`src/rtl/upg_mem_arbiter.sv`:
```
// Memory-port arbiter for UART program upload: holds the core in reset while the programmer
// owns the ROM/RAM write ports, then releases it. Optional checksum via `UPG_CHECKSUM_EN.
module upg_mem_arbiter #(
  parameter int unsigned ADDR_W      = 14,
  parameter int unsigned RELEASE_CYC = 4
) (
  input  logic              clk,
  input  logic              rst,
  input  logic              upg_req,
  input  logic              upg_wen,
  input  logic [ADDR_W:0]   upg_adr,
  input  logic [31:0]       upg_dat,
  input  logic              upg_done,
  input  logic              cpu_wen,
  input  logic [ADDR_W-1:0] cpu_adr,
  input  logic [31:0]       cpu_dat,
  output logic              ram_wen,
  output logic [ADDR_W-1:0] ram_adr,
  output logic [31:0]       ram_dat,
  output logic              rom_wen,
  output logic [ADDR_W-1:0] rom_adr,
  output logic [31:0]       rom_dat,
  output logic              cpu_hold,
  output logic              cpu_rst,
  output logic              upg_busy,
  output logic [15:0]       load_cnt
`ifdef UPG_CHECKSUM_EN
  ,
  output logic [31:0]       checksum
`endif
);

  localparam int unsigned CntW = (RELEASE_CYC > 1) ? $clog2(RELEASE_CYC) : 1;

  typedef enum logic [1:0] {StRun, StDrain, StLoad, StRelease} state_e;

  state_e            state_q, state_d;
  logic              upg_req_q;
  logic              req_edge;
  logic              upg_accept;
  logic [CntW-1:0]   rel_cnt_q, rel_cnt_d;
  logic [15:0]       load_cnt_q, load_cnt_d;

  assign req_edge   = upg_req & ~upg_req_q;
  assign upg_accept = (state_q == StLoad) & upg_wen;
  assign load_cnt   = load_cnt_q;

  always_ff @(posedge clk or posedge rst) begin
    if (rst) begin
      state_q    <= StRun;
      upg_req_q  <= 1'b0;
      rel_cnt_q  <= '0;
      load_cnt_q <= '0;
    end else begin
      state_q    <= state_d;
      upg_req_q  <= upg_req;
      rel_cnt_q  <= rel_cnt_d;
      load_cnt_q <= load_cnt_d;
    end
  end

  always_comb begin
    state_d    = state_q;
    rel_cnt_d  = rel_cnt_q;
    load_cnt_d = load_cnt_q;
    unique case (state_q)
      StRun: begin
        if (req_edge) state_d = StDrain;
      end
      StDrain: begin
        state_d    = StLoad;
        load_cnt_d = '0;
      end
      StLoad: begin
        if (upg_accept && (load_cnt_q != 16'hFFFF)) load_cnt_d = load_cnt_q + 16'd1;
        // A write presented alongside upg_done is still accepted above.
        if (upg_done) begin
          state_d   = StRelease;
          rel_cnt_d = CntW'(RELEASE_CYC - 1);
        end
      end
      StRelease: begin
        if (rel_cnt_q == '0) state_d = StRun;
        else                 rel_cnt_d = rel_cnt_q - CntW'(1);
      end
      default: state_d = StRun;
    endcase
  end

  always_comb begin
    cpu_hold = (state_q != StRun);
    cpu_rst  = (state_q == StLoad) || (state_q == StRelease);
    upg_busy = (state_q != StRun);
    ram_wen  = 1'b0;
    ram_adr  = cpu_adr;
    ram_dat  = cpu_dat;
    rom_wen  = 1'b0;
    rom_adr  = upg_adr[ADDR_W-1:0];
    rom_dat  = upg_dat;
    unique case (state_q)
      StRun, StDrain: begin
        // The core's in-flight store still lands during the drain cycle.
        ram_wen = cpu_wen;
      end
      StLoad: begin
        if (upg_wen) begin
          if (upg_adr[ADDR_W]) begin
            ram_wen = 1'b1;
            ram_adr = upg_adr[ADDR_W-1:0];
            ram_dat = upg_dat;
          end else begin
            rom_wen = 1'b1;
          end
        end
      end
      default: ;
    endcase
  end

`ifdef UPG_CHECKSUM_EN
  logic [31:0] checksum_q, checksum_d;

  always_comb begin
    checksum_d = checksum_q;
    if (state_q == StDrain) checksum_d = '0;
    else if (upg_accept)    checksum_d = checksum_q ^ upg_dat;
  end

  always_ff @(posedge clk or posedge rst) begin
    if (rst) checksum_q <= '0;
    else     checksum_q <= checksum_d;
  end

  assign checksum = checksum_q;
`endif

endmodule

```
`config.mk`:
```
export PLATFORM = sky130hd
export DESIGN_NAME = upg_mem_arbiter
export DESIGN_NICKNAME = d
export VERILOG_FILES = /design/src/rtl/upg_mem_arbiter.sv
export SDC_FILE = /design/constraint.sdc
export NUM_CORES = 1
export LEC_CHECK = 0
export ABC_CLOCK_PERIOD_IN_PS = 2000
export CAP_MARGIN = 0
export CORE_MARGIN = 4
export CORE_UTILIZATION = 28
export CTS_CLUSTER_DIAMETER = 150
export DETAILED_ROUTE_END_ITERATION = 10
export GPL_ROUTABILITY_DRIVEN = 0
export PLACE_DENSITY = 0.77
export SETUP_SLACK_MARGIN = 0.15
export SYNTH_ARGS = -nofsm -noshare
export SYNTH_HDL_FRONTEND = slang
export SYNTH_SLANG_ARGS = --single-unit
```
`constraint.sdc`:
```
create_clock -name clk -period 2 [get_ports clk]
set_clock_uncertainty 0.2 [all_clocks]
set_input_delay 0.4 -clock clk [delete_from_list [all_inputs] [get_ports clk]]
set_output_delay 0.4 -clock clk [all_outputs]
set_load 0.01 [all_outputs]
```
# Word-level counts from Yosys, hierarchy flattened
# Cells that the tools add are included.
# totals
out_inout_bits	113
elab_cells	49
register_bits	21
# op_classes
bitwise	3
eq_ne	9
reduce_logical	11
n_addsub	2
muxes	20
# op_table
cell	n
2-to-1 mux 32 bit	3
2-to-1 mux 14 bit	3
case mux 16 bit (2 select lines)	1
adder 16 x 1 -> 16 bit (second input constant)	1
2-to-1 mux 16 bit	1
!= test 16 bit (second input constant)	1
!= test 2 bit (second input constant)	5
2-to-1 mux 2 bit	4
case mux 2 bit (4 select lines)	1
AND reduction 3 bit	2
nonzero test 2 bit	3
2-to-1 mux 1 bit	5
== test 2 bit (second input constant)	2
logical NOT 2 bit	2
case mux 2 bit (2 select lines)	1
bitwise AND 1 bit	2
== test 2 x 1 -> 1 bit (second input constant)	1
case mux 1 bit (2 select lines)	1
AND reduction 2 bit	1
OR reduction 2 bit	1
subtractor 2 x 1 -> 2 bit (second input constant)	1
logical AND 1 bit	1
logical OR 1 bit	1
inverter 1 bit	1

# Longest topological paths before layout
# depth
ltp_word	5
ltp_mapped	8

# Least setup slack after synthesis
# Ideal clock, no wire load.
# synth_path
path_type	flip-flop to output port
from	register state_q[0]
to	output port ram_adr[0]
n_path_buf	3
setup_slack_ns	-0.246
stages_incl_launch_ff	8
arrival_time_ns	1.646
cell_sequence	dfrtp_1 > inv_1 > ha_1 > clkbuf_2 > nand3_1 > buf_2 > buf_2 > mux2_2
# synth_between
elab_chain_cells	2
# synth_rtl
item	line	rtl
start, declared	37	state_e state_q, state_d;
start signal, assigned	50	state_q <= StRun;
start signal, assigned	55	state_q <= state_d;
== test 2 bit	100	unique case (state_q)
2-to-1 mux 14 bit	100	
end, declared	18	output logic [ADDR_W-1:0] ram_adr,
# No other way between the ends.

# Final worst setup path
# layout_path
from	register state_q[0]
to	output port ram_adr[5]
# The elaborated chain is that of the path after synthesis.

==> flow_results.xml <==
<?xml version="1.0" encoding="UTF-8"?>
<metrics>
  <group name="status">
    <metric name="status" unit="">finished, violations left</metric>
    <metric name="failed_checks" unit="">setup timing</metric>
  </group>
  <group name="synth">
    <metric name="synth-warning-count" unit="">0</metric>
    <metric name="synthMuxAreaShare" unit="">0.258</metric>
    <metric name="netlist_instances" unit="">256</metric>
    <metric name="synth_largest_type_area_fraction" unit="">0.229</metric>
    <metric name="synth-xor-area-share" unit="">0</metric>
    <metric name="synthSimpleGateAreaFrac" unit="">0.165</metric>
    <metric name="synth.distinct_cells" unit="">45</metric>
    <metric name="synth_edf_count" unit="">0</metric>
    <metric name="ys.flop_type" unit="">sky130_fd_sc_hd__dfrtp_1</metric>
    <metric name="syn-mean-instance-area" unit="sq um">9.04</metric>
    <metric name="adder_and_majority_gate_portion_of_the_synthesized_area" unit="">0.0379</metric>
    <metric name="post_synth_most_frequent_cells" unit="">sky130_fd_sc_hd__buf_4 (47), sky130_fd_sc_hd__mux2_2 (47), sky130_fd_sc_hd__dfrtp_1 (21)</metric>
    <metric name="synth.net_count" unit="">362</metric>
    <metric name="syn-cell-area" unit="sq um">2310</metric>
    <metric name="seq_area_frac_synth" unit="">0.227</metric>
    <metric name="synthTopCellsByArea" unit="">sky130_fd_sc_hd__mux2_2 (23%), sky130_fd_sc_hd__dfrtp_1 (23%), sky130_fd_sc_hd__buf_4 (15%), sky130_fd_sc_hd__ha_1 (3.8%), sky130_fd_sc_hd__o21ai_0 (2.6%)</metric>
    <metric name="synth_compound_gate_area_share" unit="">0.111</metric>
    <metric name="ys_async_sr_fraction" unit="">1.00</metric>
    <metric name="synth-seq-cells" unit="">21</metric>
    <metric name="synth_top_area_cell" unit="">sky130_fd_sc_hd__mux2_2</metric>
    <metric name="synth_top_family_by_area" unit="">multiplexers</metric>
  </group>
  <group name="sta">
    <metric name="totalNegativeSetupSlack" unit="ps">-20430</metric>
    <metric name="fmax" unit="MHz">407</metric>
    <metric name="rsz0062_at_grt" unit="">yes</metric>
    <metric name="fin_ws" unit="ps">-458</metric>
    <metric name="worstMarginPinSlew" unit="ps">518</metric>
    <metric name="period_needed" unit="ps">2460</metric>
    <metric name="hold-worst-slack" unit="ps">264</metric>
    <metric name="final-setup-viol-count" unit="">64</metric>
    <metric name="max-slew-margin-rel" unit="">0.652</metric>
    <metric name="final-hold-violation-count" unit="">0</metric>
    <metric name="timing.final.crit_share" unit="">1.23</metric>
    <metric name="final-max-slew-violation-count" unit="">0</metric>
  </group>
  <group name="setup_path">
    <metric name="worst-endpoint-required" unit="ps">1400</metric>
    <metric name="timing.critical_path.max_delay_family" unit="">buffers and inverters</metric>
    <metric name="worstSetupEndpointType" unit="">primary output</metric>
    <metric name="critical_path.startpoint_type" unit="">flop</metric>
    <metric name="timing.setup.critical_path_class" unit="">flop to primary output</metric>
    <metric name="critical-path-top-cell-by-count" unit="">sky130_fd_sc_hd__buf_6</metric>
    <metric name="path_max_fanout" unit="">7</metric>
    <metric name="library_cell_contributing_the_largest_single_delay_on_the_critical_path" unit="">sky130_fd_sc_hd__dfrtp_1</metric>
    <metric name="timing.critical_path.slowest_cell_delay" unit="ps">400</metric>
    <metric name="buffers_inverters_on_critical_path" unit="">5</metric>
    <metric name="crit_path_cell_trace" unit="">inv_2 -&gt; ha_4 -&gt; nand3_4 -&gt; buf_6 -&gt; buf_12 -&gt; buf_16 -&gt; mux2_4 -&gt; buf_6</metric>
    <metric name="critPathArrivalTime" unit="ps">1860</metric>
  </group>
  <group name="finish">
    <metric name="antenna_cells" unit="">0</metric>
    <metric name="final_standard_cell_area_without_fillers" unit="sq um">5260</metric>
    <metric name="layout.filler_cells" unit="">596</metric>
    <metric name="num-nets-final" unit="">591</metric>
    <metric name="final_layout_size_suffix_gt1_frac" unit="">0.452</metric>
    <metric name="area_growth" unit="%">127</metric>
  </group>
  <group name="die">
    <metric name="die_area" unit="sq um">9780</metric>
    <metric name="start_util" unit="">0.293</metric>
    <metric name="top_level_ports" unit="">212</metric>
    <metric name="core_region_area" unit="sq um">7890</metric>
    <metric name="num_rows" unit="">32</metric>
    <metric name="chip_height" unit="um">98.9</metric>
    <metric name="dieWidth" unit="um">98.9</metric>
  </group>
  <group name="drt">
    <metric name="dr_total_vias" unit="">2853</metric>
    <metric name="drt-initial-drc-count" unit="">116</metric>
    <metric name="firstDrtPassIters" unit="">4</metric>
    <metric name="routedWlPerCell" unit="um">19.4</metric>
    <metric name="drc_errors" unit="">0</metric>
    <metric name="drt.antenna.violating_nets" unit="">0</metric>
    <metric name="final_routed_wirelength_across_all_metal_layers" unit="um">11400</metric>
    <metric name="routed_via_density" unit="">4.87</metric>
  </group>
  <group name="placed_design">
    <metric name="io_buffers" unit="">211</metric>
    <metric name="pre_cts_ws" unit="ps">-714</metric>
    <metric name="place_hpwl" unit="um">8480</metric>
    <metric name="placed_cell_area" unit="sq um">4570</metric>
  </group>
  <group name="worst_hold_path">
    <metric name="worst_hold_path_type" unit="">primary input to async pin</metric>
  </group>
  <group name="pwr">
    <metric name="power_density" unit="nW/um^2">810</metric>
    <metric name="pwr-share-comb" unit="">0.779</metric>
    <metric name="internal-power" unit="W">0.00260</metric>
    <metric name="leakagePower" unit="nW">2.58</metric>
    <metric name="max-vdd-ir-drop" unit="mV">0.607</metric>
    <metric name="pwr-share-seq" unit="">0.152</metric>
    <metric name="power.switching" unit="W">0.00167</metric>
    <metric name="design_power_total" unit="W">0.00426</metric>
    <metric name="sw_frac_of_total" unit="">0.391</metric>
    <metric name="clockPowerShare" unit="">0.068</metric>
  </group>
  <group name="grt">
    <metric name="antenna_found_initial" unit="">0</metric>
    <metric name="first_global_vias" unit="">2907</metric>
    <metric name="grt_pass1_wl" unit="um">16400</metric>
    <metric name="grt.total_usage" unit="">0.213</metric>
    <metric name="grt_max_degree" unit="">25</metric>
    <metric name="grt_overflow_total" unit="">0</metric>
  </group>
  <group name="clocking">
    <metric name="cts_buffer_depth" unit="">2</metric>
    <metric name="tritoncts" unit="">built</metric>
    <metric name="cts_made_buffers" unit="">3</metric>
    <metric name="hold_buffers" unit="">0</metric>
    <metric name="cts.htree.levels" unit="">1</metric>
    <metric name="cts.sink_count" unit="">21</metric>
    <metric name="clock_transition_at_the_registers_of_the_reported_paths" unit="ps">80</metric>
    <metric name="cts.root.buffer_cell" unit="">sky130_fd_sc_hd__clkbuf_8</metric>
    <metric name="worstSkewPairLatency" unit="ps">270</metric>
  </group>
  <group name="flow_run">
    <metric name="drv_cap" unit="">0</metric>
  </group>
</metrics>
==> state kept, by name, indices dropped and copies added (netlist names) <==
name / cells
load_cnt: 16
rel_cnt_q: 2
state_q: 2
upg_req_q: 1
==> area by class of cell <==
class,count,area (sq um),area share
timing repair buffer,283,2870,0.545
tap,102,128,0.0243
sequential,21,529,0.101
inverter,13,56.3,0.0107
clock buffer,4,45.0,0.00856
multi-input combinational,163,1640,0.311
==> logic make-up (layout without fill, tap and decap cells) <==
logic type / Yosys count / after routing
adders and majority gates: 7 / 7
DFF: 21 / 21
buffers and inverters: 72 / 300
AOI/OAI and AO/OA: 39 / 39
muxes: 52 / 52
and+or+nand+nor: 65 / 65
==> cell usage in the layout, fill, tap and decap left out, types with 4 or more instances in the layout <==
cell                               n
sky130_fd_sc_hd__dlymetal6s2s_1    5
sky130_fd_sc_hd__nand2_1          13
sky130_fd_sc_hd__a21oi_1           5
sky130_fd_sc_hd__dfrtp_1          18
sky130_fd_sc_hd__o21ai_0           7
sky130_fd_sc_hd__mux2_2           14
sky130_fd_sc_hd__mux2_4           34
sky130_fd_sc_hd__nand3_1           6
sky130_fd_sc_hd__clkdlybuf4s50_1  91
sky130_fd_sc_hd__buf_12            6
sky130_fd_sc_hd__buf_4            42
sky130_fd_sc_hd__o21ai_1           5
sky130_fd_sc_hd__nor4_1            5
sky130_fd_sc_hd__buf_6            69
sky130_fd_sc_hd__nand4_1           4
sky130_fd_sc_hd__nor2_1           12
sky130_fd_sc_hd__ha_4              4
sky130_fd_sc_hd__dlygate4sd2_1    55
sky130_fd_sc_hd__inv_1            10
sky130_fd_sc_hd__clkdlybuf4s15_2   7
==> worst min-delay path: stages <==
cell,delay (ps)
sky130_fd_sc_hd__clkdlybuf4s50_1,390
sky130_fd_sc_hd__inv_1,50
sky130_fd_sc_hd__buf_4,280
==> power groups by stage <==
stage,registers (W),clock network (W),logic [W]
2_1_floorplan,0.000719,0,0.00120
3_3_place_gp,0.000655,0,0.00243
3_5_place_dp,0.000664,0,0.00247
4_1_cts,0.000644,0.000295,0.00301
5_1_grt,0.000670,0.000317,0.00353
6_report,0.000650,0.000292,0.00332
==> per-layer routing <==
metal  wire (um)  track usage  vias up  share of wire
li1            -            -     1330              -
met1        4110        0.237     1368           0.36
met2        6240        0.410      138           0.55
met3         831       0.0382       17          0.073
met4         212       0.0536        0          0.019
met5           0            0        -              0
==> through the flow <==
stage                util  std cells
floorplan               -        256
global placement    0.579        548
detailed placement  0.579        548
CTS                 0.646        579
global route        0.667        586
finish              0.667        586
==> timing repair <==
| action | 4_1_cts | 5_1_grt |
|---|---|---|
| pin swaps | 7 | 8 |
| buffers inserted | 24 | 7 |
| cloned | 3 | 0 |
| resized for setup | 386 | 31 |
| endpoints found under the setup margin | 131 | 76 |
==> worst paths after layout <==
check | cells past startpoint | end | start | slack (ps)
setup / recovery | 8 | ram_adr[5] | state_q[0] | -460
hold / removal | 3 | upg_req_q | rst | 260
setup reg to reg | 12 | load_cnt[8] | state_q[1] | -210
hold reg to reg | 1 | load_cnt[14] | load_cnt[14] | 360
max in group asynchronous | 3 | load_cnt[5] | rst | 1090
min in group clk | 1 | load_cnt[14] | load_cnt[14] | 360
No activity file was read; power rests on OpenSTA's default activity.
